### src/rtl/major_state_timing_gen.sv
// Central timing and major-state sequencer for the PDP-8/I model.
// Produces one-hot time states/pulses, holds RUN, and steps F/D/E/B.
//
// state | meaning
// F     | Fetch: read instruction, decide defer/execute
// D     | Defer: indirect address fetch
// E     | Execute: operand cycle of memory-reference instruction
// B     | Break: data-break cycle granted to an I/O device
module major_state_timing_gen #(
    parameter int TS_CYCLES = 4,
    parameter int TP_WIDTH  = 1
) (
    input  logic       clk,
    input  logic       rst,
    input  logic       key_start,
    input  logic       key_cont,
    input  logic       key_stop,
    input  logic       sw_sing_step,
    input  logic       sw_sing_inst,
    input  logic       halt_req,
    input  logic       next_defer,
    input  logic       next_execute,
    input  logic       brk_rq,
    output logic       run,
    output logic [3:0] ts,
    output logic [3:0] tp,
    output logic [3:0] state,
    output logic       mem_start,
    output logic       cycle_done
);

    localparam int CW = $clog2(TS_CYCLES);
    localparam logic [CW-1:0] CNT_LAST = CW'(TS_CYCLES - 1);
    localparam logic [CW-1:0] TP_FIRST = CW'(TS_CYCLES - TP_WIDTH);

    typedef enum logic [3:0] {
        ST_F = 4'b0001,
        ST_D = 4'b0010,
        ST_E = 4'b0100,
        ST_B = 4'b1000
    } major_t;

    major_t          state_q, state_d, major_nxt;
    logic            run_q, run_d;
    logic [3:0]      ts_q, ts_d;
    logic [CW-1:0]   cnt_q, cnt_d;
    logic            stop_q, stop_d;
    logic            start_prev, cont_prev, stop_prev;
    logic            start_edge, cont_edge, stop_edge;
    logic            halt_stop;
    logic            stop_now;

    assign start_edge = key_start & ~start_prev;
    assign cont_edge  = key_cont  & ~cont_prev;
    assign stop_edge  = key_stop  & ~stop_prev;
    // A stop request seen in the boundary clock itself still counts here.
    assign halt_stop  = run_q & (stop_edge | halt_req);

    // Major state that follows the current cycle, including break override.
    always_comb begin
        major_nxt = ST_F;
        case (state_q)
            ST_F: begin
                if (next_defer)        major_nxt = ST_D;
                else if (next_execute) major_nxt = ST_E;
                else                   major_nxt = ST_F;
            end
            ST_D:    major_nxt = next_execute ? ST_E : ST_F;
            default: major_nxt = ST_F;
        endcase
        if (major_nxt == ST_F && brk_rq) major_nxt = ST_B;
    end

    assign stop_now = stop_q | halt_stop | sw_sing_step
                    | (sw_sing_inst && major_nxt == ST_F);

    // Run control, time-state sequencing and stop latch next-state logic.
    always_comb begin
        run_d   = run_q;
        ts_d    = ts_q;
        cnt_d   = cnt_q;
        state_d = state_q;
        stop_d  = stop_q;
        if (!run_q) begin
            // A STOP edge coinciding with START/CONT suppresses the start.
            if (!stop_edge && (start_edge || cont_edge)) begin
                run_d  = 1'b1;
                stop_d = 1'b0;
                if (start_edge) state_d = ST_F;
            end
        end else begin
            if (halt_stop) stop_d = 1'b1;
            if (ts_q == 4'b0000) begin
                ts_d  = 4'b0001;
                cnt_d = '0;
            end else if (cnt_q == CNT_LAST) begin
                cnt_d = '0;
                if (ts_q[3]) begin
                    state_d = major_nxt;
                    if (stop_now) begin
                        run_d = 1'b0;
                        ts_d  = 4'b0000;
                    end else begin
                        ts_d  = 4'b0001;
                    end
                end else begin
                    ts_d = {ts_q[2:0], 1'b0};
                end
            end else begin
                cnt_d = cnt_q + CW'(1);
            end
        end
    end

    // State registers; key history tracks the keys during reset so held keys do not act.
    always_ff @(posedge clk) begin
        if (rst) begin
            run_q      <= 1'b0;
            ts_q       <= 4'b0000;
            cnt_q      <= '0;
            state_q    <= ST_F;
            stop_q     <= 1'b0;
            start_prev <= key_start;
            cont_prev  <= key_cont;
            stop_prev  <= key_stop;
        end else begin
            run_q      <= run_d;
            ts_q       <= ts_d;
            cnt_q      <= cnt_d;
            state_q    <= state_d;
            stop_q     <= stop_d;
            start_prev <= key_start;
            cont_prev  <= key_cont;
            stop_prev  <= key_stop;
        end
    end

    assign run        = run_q;
    assign ts         = ts_q;
    assign state      = state_q;
    assign tp         = ts_q & {4{cnt_q >= TP_FIRST}};
    assign mem_start  = ts_q[0] & (cnt_q == '0);
    assign cycle_done = ts_q[3] & (cnt_q == CNT_LAST);

endmodule

### config.mk
export PLATFORM = sky130hd
export DESIGN_NAME = major_state_timing_gen
export DESIGN_NICKNAME = d
export VERILOG_FILES = /design/src/rtl/major_state_timing_gen.sv
export SDC_FILE = /design/constraint.sdc
export NUM_CORES = 1
export LEC_CHECK = 0
export CORE_UTILIZATION = 35
export DETAILED_ROUTE_END_ITERATION = 10
export PLACE_DENSITY = 0.77
export SKIP_LAST_GASP = 1
export SYNTH_ARGS = -nofsm -noshare
export SYNTH_HDL_FRONTEND = slang
export SYNTH_SLANG_ARGS = --single-unit
### constraint.sdc
create_clock -name clk -period 3.5 [get_ports clk]
set_input_delay 0.35 -clock clk [delete_from_list [all_inputs] [get_ports clk]]
set_output_delay 0.35 -clock clk [all_outputs]
set_load 0.02 [all_outputs]
==> impl_metrics.tcl, run 1 <==
set metrics [dict create \
    clkSinkCount 15 \
    power_density_mw_per_mm2 332 \
    nets 124 \
    synth-seq-cells 15 \
    antenna_found_initial 0 \
    drc_errors 0 \
    cp.required_ns 3.15 \
    dieArea_mm2 0.00230 \
    p_total_w 0.000344 \
    grt_pass1_vias 602 \
    path_class "flip-flop to output port" \
    outcome "finished clean" \
    clock_latency_ns 0.28 \
    portBuffers 25 \
    crit_chain "ha_1 > and2_1 > clkdlybuf4s50_1" \
    cts_buffers 3 \
    hpwl_um 1220 \
    cts_setup_buffers 0 \
    syn-num-nets 97 \
    drive_gt1_share_pct 7.27 \
    mostFrequentLayoutCell "clkdlybuf4s50_1" \
    slew_headroom_pct 65.7 \
    postSynthAreaPerCell_um2 8.80 \
    cts_tree "yes" \
    dr_total_vias 686 \
    post-route-util_pct 52.2 \
    antennaDiodeCount 0 \
    synth-edff-count 0 \
    crit_buf_inv 1 \
    async_reset_ff_share_pct 0 \
    via_per_inst 5.01 \
    root_buffer "clkbuf_4" \
    grt_overflow 0 \
    cts_buffer_depth 2 \
    ctsHoldBuffers 0 \
    critical-path-top-delay-family "buffers and inverters" \
    path_max_fanout 7 \
    track_usage_pct 15.2 \
    final_cell_mix "25 x clkdlybuf4s50_1, 15 x dfxtp_1, 10 x nor2_1, 7 x a21oi_1, 6 x nand2_1" \
    grt_pass1_wl_um 2420 \
    synth-main-ff-cell "dfxtp_1" \
    ios 26 \
    clock_skew_ns 0.00618 \
    synth.yosys.seq_area_share_pct 40.6 \
    clk_pin_slew_ns 0.09 \
    hold_class "flip-flop to flip-flop" \
    ir_drop_v 0.000156 \
    drt-total-wl_um 1570 \
    setup_viol 0 \
    setup_ws_ns 1.38 \
    wl_per_cell_um 11.5 \
    post-place-ws_ns 1.49 \
    h-tree-depth 1 \
    fmax_ghz 0.472 \
    ys_warn_count 0 \
    cts-resized-gates 0 \
    worstPathArrival_ns 1.77 \
    critPathSlowestCell "clkdlybuf4s50_1" \
    area_growth_pct 39.9 \
    maxCapViolCount 0 \
    rsz0062_at_grt "no" \
    worst_pin_slew_ns 0.509 \
    finalSetupTns_ns 0 \
    drtIter0Drc 14 \
    start_util_pct 37.3 \
    synth_area_um2 739 \
    die_x_um 48.0 \
    chipHeight_um 48.0 \
    syn_inst 84 \
    ant_nets 0 \
    place_area_mm2 0.00101 \
    routabilityCongestion 0.708 \
    core_mm2 0.00198 \
    grt_max_degree 13 \
    yosys.cell_types.count 32 \
    fill_cells 179 \
    worst_path_largest_cell_delay_ns 0.62 \
    leakagePower_nw 0.371 \
    drt_first_pass_iters 2 \
    finalCriticalPeriod_ns 2.12 \
    min_period_over_period_pct 60.5 \
    worstSetupEndpointType "output port" \
    critPathLaunchType "flip-flop" \
    slew_violations 0 \
    design_area_mm2 0.00103 \
    hold_viol_final 0 \
    num_rows 16 \
]
report_power, final:
part / switching (W) / internal (W) / leakage, nW
combinational: 0.0000291 / 0.0000316 / 0.233
clock: 0.0000538 / 0.0000442 / 0.0150
sequential: 0.00000785 / 0.000177 / 0.123
layout make-up:
| cell class | instances | area (um2) | area share (%) |
|---|---|---|---|
| Tap cell | 27 | 33.8 | 3.26 |
| Inverter | 5 | 18.8 | 1.81 |
| Timing Repair Buffer | 25 | 250 | 24.2 |
| Multi-Input combinational cell | 61 | 405 | 39.2 |
| Clock buffer | 4 | 26.3 | 2.54 |
| Sequential cell | 15 | 300 | 29.0 |
tightest hold or removal path, cell delays in order, from the launching register on:
cell and delay, ns:
dfxtp_1 0.35, nand2_1 0.07, a21oi_1 0.05
stage by stage:
step                      std cells  hold slack [ns]
after floorplan                  84            0.378
after global placement          133            0.487
after detailed placement        133            0.494
after CTS                       137            0.504
after global routing            137            0.541
final                           137            0.505
logic make-up (layout without fill, tap and decap cells):
logic type	after synthesis	count (layout)	synth area share, %
buf+inv	8	34	4.57
compound gates	19	19	20.8
fa+ha+maj	2	2	3.38
flops	15	15	40.6
simple gates	38	38	28.3
xor+xnor	2	2	2.37
worst paths after layout:
check | startpoint | to | slack, ns | cells past startpoint
setup reg to reg | state[0]$_SDFFE_PP1P_ | ts[0]$_SDFFE_PP0P_ | 1.86 | 5
hold reg to reg | ts[1]$_SDFFE_PP0P_ | ts[1]$_SDFFE_PP0P_ | 0.51 | 2
setup / recovery | cnt_q[0]$_SDFFE_PP0P_ | cycle_done | 1.38 | 3
hold / removal | ts[1]$_SDFFE_PP0P_ | ts[1]$_SDFFE_PP0P_ | 0.51 | 2
registers in the layout, indices dropped and copies added, names as in the netlist:
name	cells
cont_prev	1
cnt_q	2
start_prev	1
stop_prev	1
ts	4
stop_q	1
run	1
state	4
cells in the mapped netlist (2+ instances only):
library cell | instances | area, um2
a21oi_1 | 7 | 35.0
a22oi_1 | 2 | 15.0
and2_1 | 5 | 31.3
clkbuf_1 | 2 | 7.51
dfxtp_1 | 15 | 300
ha_1 | 2 | 25.0
inv_1 | 5 | 18.8
nand2_1 | 6 | 22.5
nand2b_1 | 3 | 18.8
nand3b_1 | 3 | 22.5
nor2_1 | 10 | 37.5
nor3_1 | 3 | 15.0
o21ai_0 | 2 | 10.0
metal layers:
layer	vias up	track usage, %	wire length [um]
li1	347	-	-
met1	322	17.4	711
met2	13	25.9	802
met3	4	3.77	31
met4	0	7.78	29
met5	-	0	0
(Power assumes the default switching activity.)
==> run 2, diff against run 1 <==
--- a/config.mk
+++ b/config.mk
@@ -7,7 +7,7 @@
 export LEC_CHECK = 0
 export CORE_UTILIZATION = 35
 export DETAILED_ROUTE_END_ITERATION = 10
-export PLACE_DENSITY = 0.77
+export PLACE_DENSITY = 0.79
 export SKIP_LAST_GASP = 1
 export SYNTH_ARGS = -nofsm -noshare
 export SYNTH_HDL_FRONTEND = slang
==> constraint.sdc (replaced) <==
create_clock -name clk -period 1.9 [get_ports clk]
set_input_delay 0.19 -clock clk [delete_from_list [all_inputs] [get_ports clk]]
set_output_delay 0.19 -clock clk [all_outputs]
set_load 0.02 [all_outputs]
==> run 2 against run 1 <==
Against the previous run:
- clock power grew 80%
- combinational power grew 93%
- non-clock buffer count grew 1
- worst hold slack lost 0.13 ns
- sequential cell count is the same
- worst setup slack lost 1.2 ns
- sequential power grew 84%
- via count grew 1.9%
- critical path type unchanged
- total power grew 84%
- critical endpoint is now mem_start
==> impl_metrics.tcl, run 2 (synthesis gave the netlist of run 1 again) <==
set metrics [dict create \
    h-tree-depth 1 \
    fill_cells 182 \
    cp.required_ns 1.71 \
    root_buffer "clkbuf_4" \
    mostFrequentLayoutCell "clkdlybuf4s50_1" \
    worst_path_largest_cell_delay_ns 0.53 \
    grt_overflow 0 \
    p_clk_share_pct 27.7 \
    finalSetupTns_ns 0 \
    num_rows 16 \
    area_growth_pct 42.0 \
    switchingPower_w 0.000163 \
    slew_violations 0 \
    seq_area_um2 300 \
    chipHeight_um 48.0 \
    track_usage_pct 15.4 \
    startpoint "cnt_q[0]$_SDFFE_PP0P_" \
    path_max_fanout 3 \
    worstPathArrival_ns 1.57 \
    worst_pin_slew_ns 0.467 \
    grt_pass1_vias 591 \
    reg2reg_slack_ns 0.29 \
    reg2reg_from "state[0]$_SDFFE_PP1P_" \
    nets 125 \
    leakagePower_nw 0.438 \
    seqPwrFrac_pct 53.8 \
    worstSetupEndpointType "output port" \
    p_int_w 0.000470 \
    portBuffers 25 \
    dr_total_vias 699 \
    path_class "flip-flop to output port" \
    drc_errors 0 \
    slew_headroom_pct 68.7 \
    wl_per_cell_um 11.5 \
    clk_pin_slew_ns 0.08 \
    setup_viol 0 \
    multi_input_area_um2 408 \
    setup_ws_ns 0.141 \
    dieArea_mm2 0.00230 \
    clock_latency_ns 0.28 \
    via_per_inst 5.07 \
    switching_share_pct 25.8 \
    antennaDiodeCount 0 \
    cts_buffer_depth 2 \
    hpwl_um 1250 \
    final_cell_mix "20 x clkdlybuf4s50_1, 15 x dfxtp_1, 10 x nor2_1, 7 x a21oi_1, 6 x nand2_1" \
    drive_gt1_share_pct 9.01 \
    reg2reg_to "ts[0]$_SDFFE_PP0P_" \
    post-place-ws_ns 0.0559 \
    drt-total-wl_um 1590 \
    hold_end "stop_prev$_DFF_P_" \
    grt_pass1_wl_um 2340 \
    fmax_ghz 0.569 \
    start_util_pct 37.3 \
    crit_chain "inv_1 > ha_1 > and2_1 > clkdlybuf4s50_1" \
    drtIter0Drc 14 \
    drt_first_pass_iters 4 \
    min_period_over_period_pct 92.6 \
    cts_tree "yes" \
    power_density_mw_per_mm2 603 \
    critPathSlowestCell "clkdlybuf4s50_1" \
    grt_max_degree 13 \
    antenna_found_initial 0 \
    comb_power_share_pct 18.4 \
    post-route-util_pct 53.0 \
    finalCriticalPeriod_ns 1.76 \
    core_mm2 0.00198 \
    routabilityCongestion 0.707 \
    clock_skew_ns 0.00344 \
    cts_setup_buffers 0 \
    rsz0062_at_grt "no" \
    holdPathStages 1 \
    ir_drop_v 0.000325 \
    ios 26 \
    clkSinkCount 15 \
    die_x_um 48.0 \
    outcome "finished clean" \
    cts_buffers 3 \
    r2r.worst_path.cells 5 \
    critPathLaunchType "flip-flop" \
    hold_class "input port to flip-flop" \
    ant_nets 0 \
    maxCapViolCount 0 \
    hold_viol_final 0 \
    hold_start "key_stop" \
]
-- run 2: cell count changes in the layout (fill, tap and decap cells not counted) --
cell / change
ha_2: +1
dlygate4sd2_1: +2
ha_1: -1
buf_4: +1
dlymetal6s2s_1: +3
clkdlybuf4s50_1: -5
-- run 2: critical path: cells and delay by family, from the launching register on --
family | cells | cell delay (ns)
simple gates | 1 | 0.15
fa+ha+maj | 1 | 0.18
flops | 1 | 0.38
buf+inv | 2 | 0.59
-- run 2: power by group through the flow --
stage	Sequential, W	Clock (W)	Combinational, W
after detailed placement	0.000348	0	0.000117
after CTS	0.000341	0.000182	0.000117
after global placement	0.000347	0	0.000115
final	0.000341	0.000176	0.000117
after floorplan	0.000349	0	0.0000620
after global routing	0.000344	0.000194	0.000127
-- run 2: area by class of cell --
cell class | instances | area share, %
multi-input cells | 61 | 38.9
flip-flops and latches | 15 | 28.6
repair buffers | 26 | 25.0
well taps | 27 | 3.22
clock buffers | 4 | 2.50
inverters | 5 | 1.79
-- run 2: what timing repair did --
| action | CTS | global route |
|---|---|---|
| resized for setup | 3 | 3 |
| endpoints found under the setup margin | 5 | 3 |
| pin swaps | 0 | 0 |
| hold buffers | 0 | 0 |
-- run 2: metal layers --
layer  share of wire [%]  up-vias  global-route usage [%]
met2                  53       28                    25.9
met5                   0        -                       0
met1                  41      324                    16.6
met3                 4.5        2                    3.40
li1                    -      345                       -
met4                 1.3        0                    11.7
-- run 2: worst max path at each step --
stage | endpoint | slack (ns)
after CTS | tp[0] | 0.04
after detailed placement | ts[0]$_SDFFE_PP0P_ | 0.06
after global routing | mem_start | 0.06
final | mem_start | 0.14
after floorplan | ts[0]$_SDFFE_PP0P_ | 0.29
after global placement | ts[0]$_SDFFE_PP0P_ | 0.13
-- run 2: through the flow --
stage / cell area (um2) / total power (W) / hold WS (ns) / cells
3_5_place_dp: 1020 / 0.000465 / 0.493 / 134
6_report: 1050 / 0.000633 / 0.378 / 138
3_3_place_gp: 1020 / 0.000462 / 0.483 / 134
5_1_grt: 1050 / 0.000665 / 0.390 / 138
4_1_cts: 1040 / 0.000641 / 0.373 / 138
2_1_floorplan: 739 / 0.000411 / 0.218 / 84
==> run 3, diff against run 2 <==
--- a/config.mk
+++ b/config.mk
@@ -9,6 +9,7 @@
 export DETAILED_ROUTE_END_ITERATION = 10
 export PLACE_DENSITY = 0.79
 export SKIP_LAST_GASP = 1
+export SLEW_MARGIN = 20
 export SYNTH_ARGS = -nofsm -noshare
 export SYNTH_HDL_FRONTEND = slang
 export SYNTH_SLANG_ARGS = --single-unit
==> results of run 3 <==
No change in the layout: final DEF, timing and power equal those of run 2.
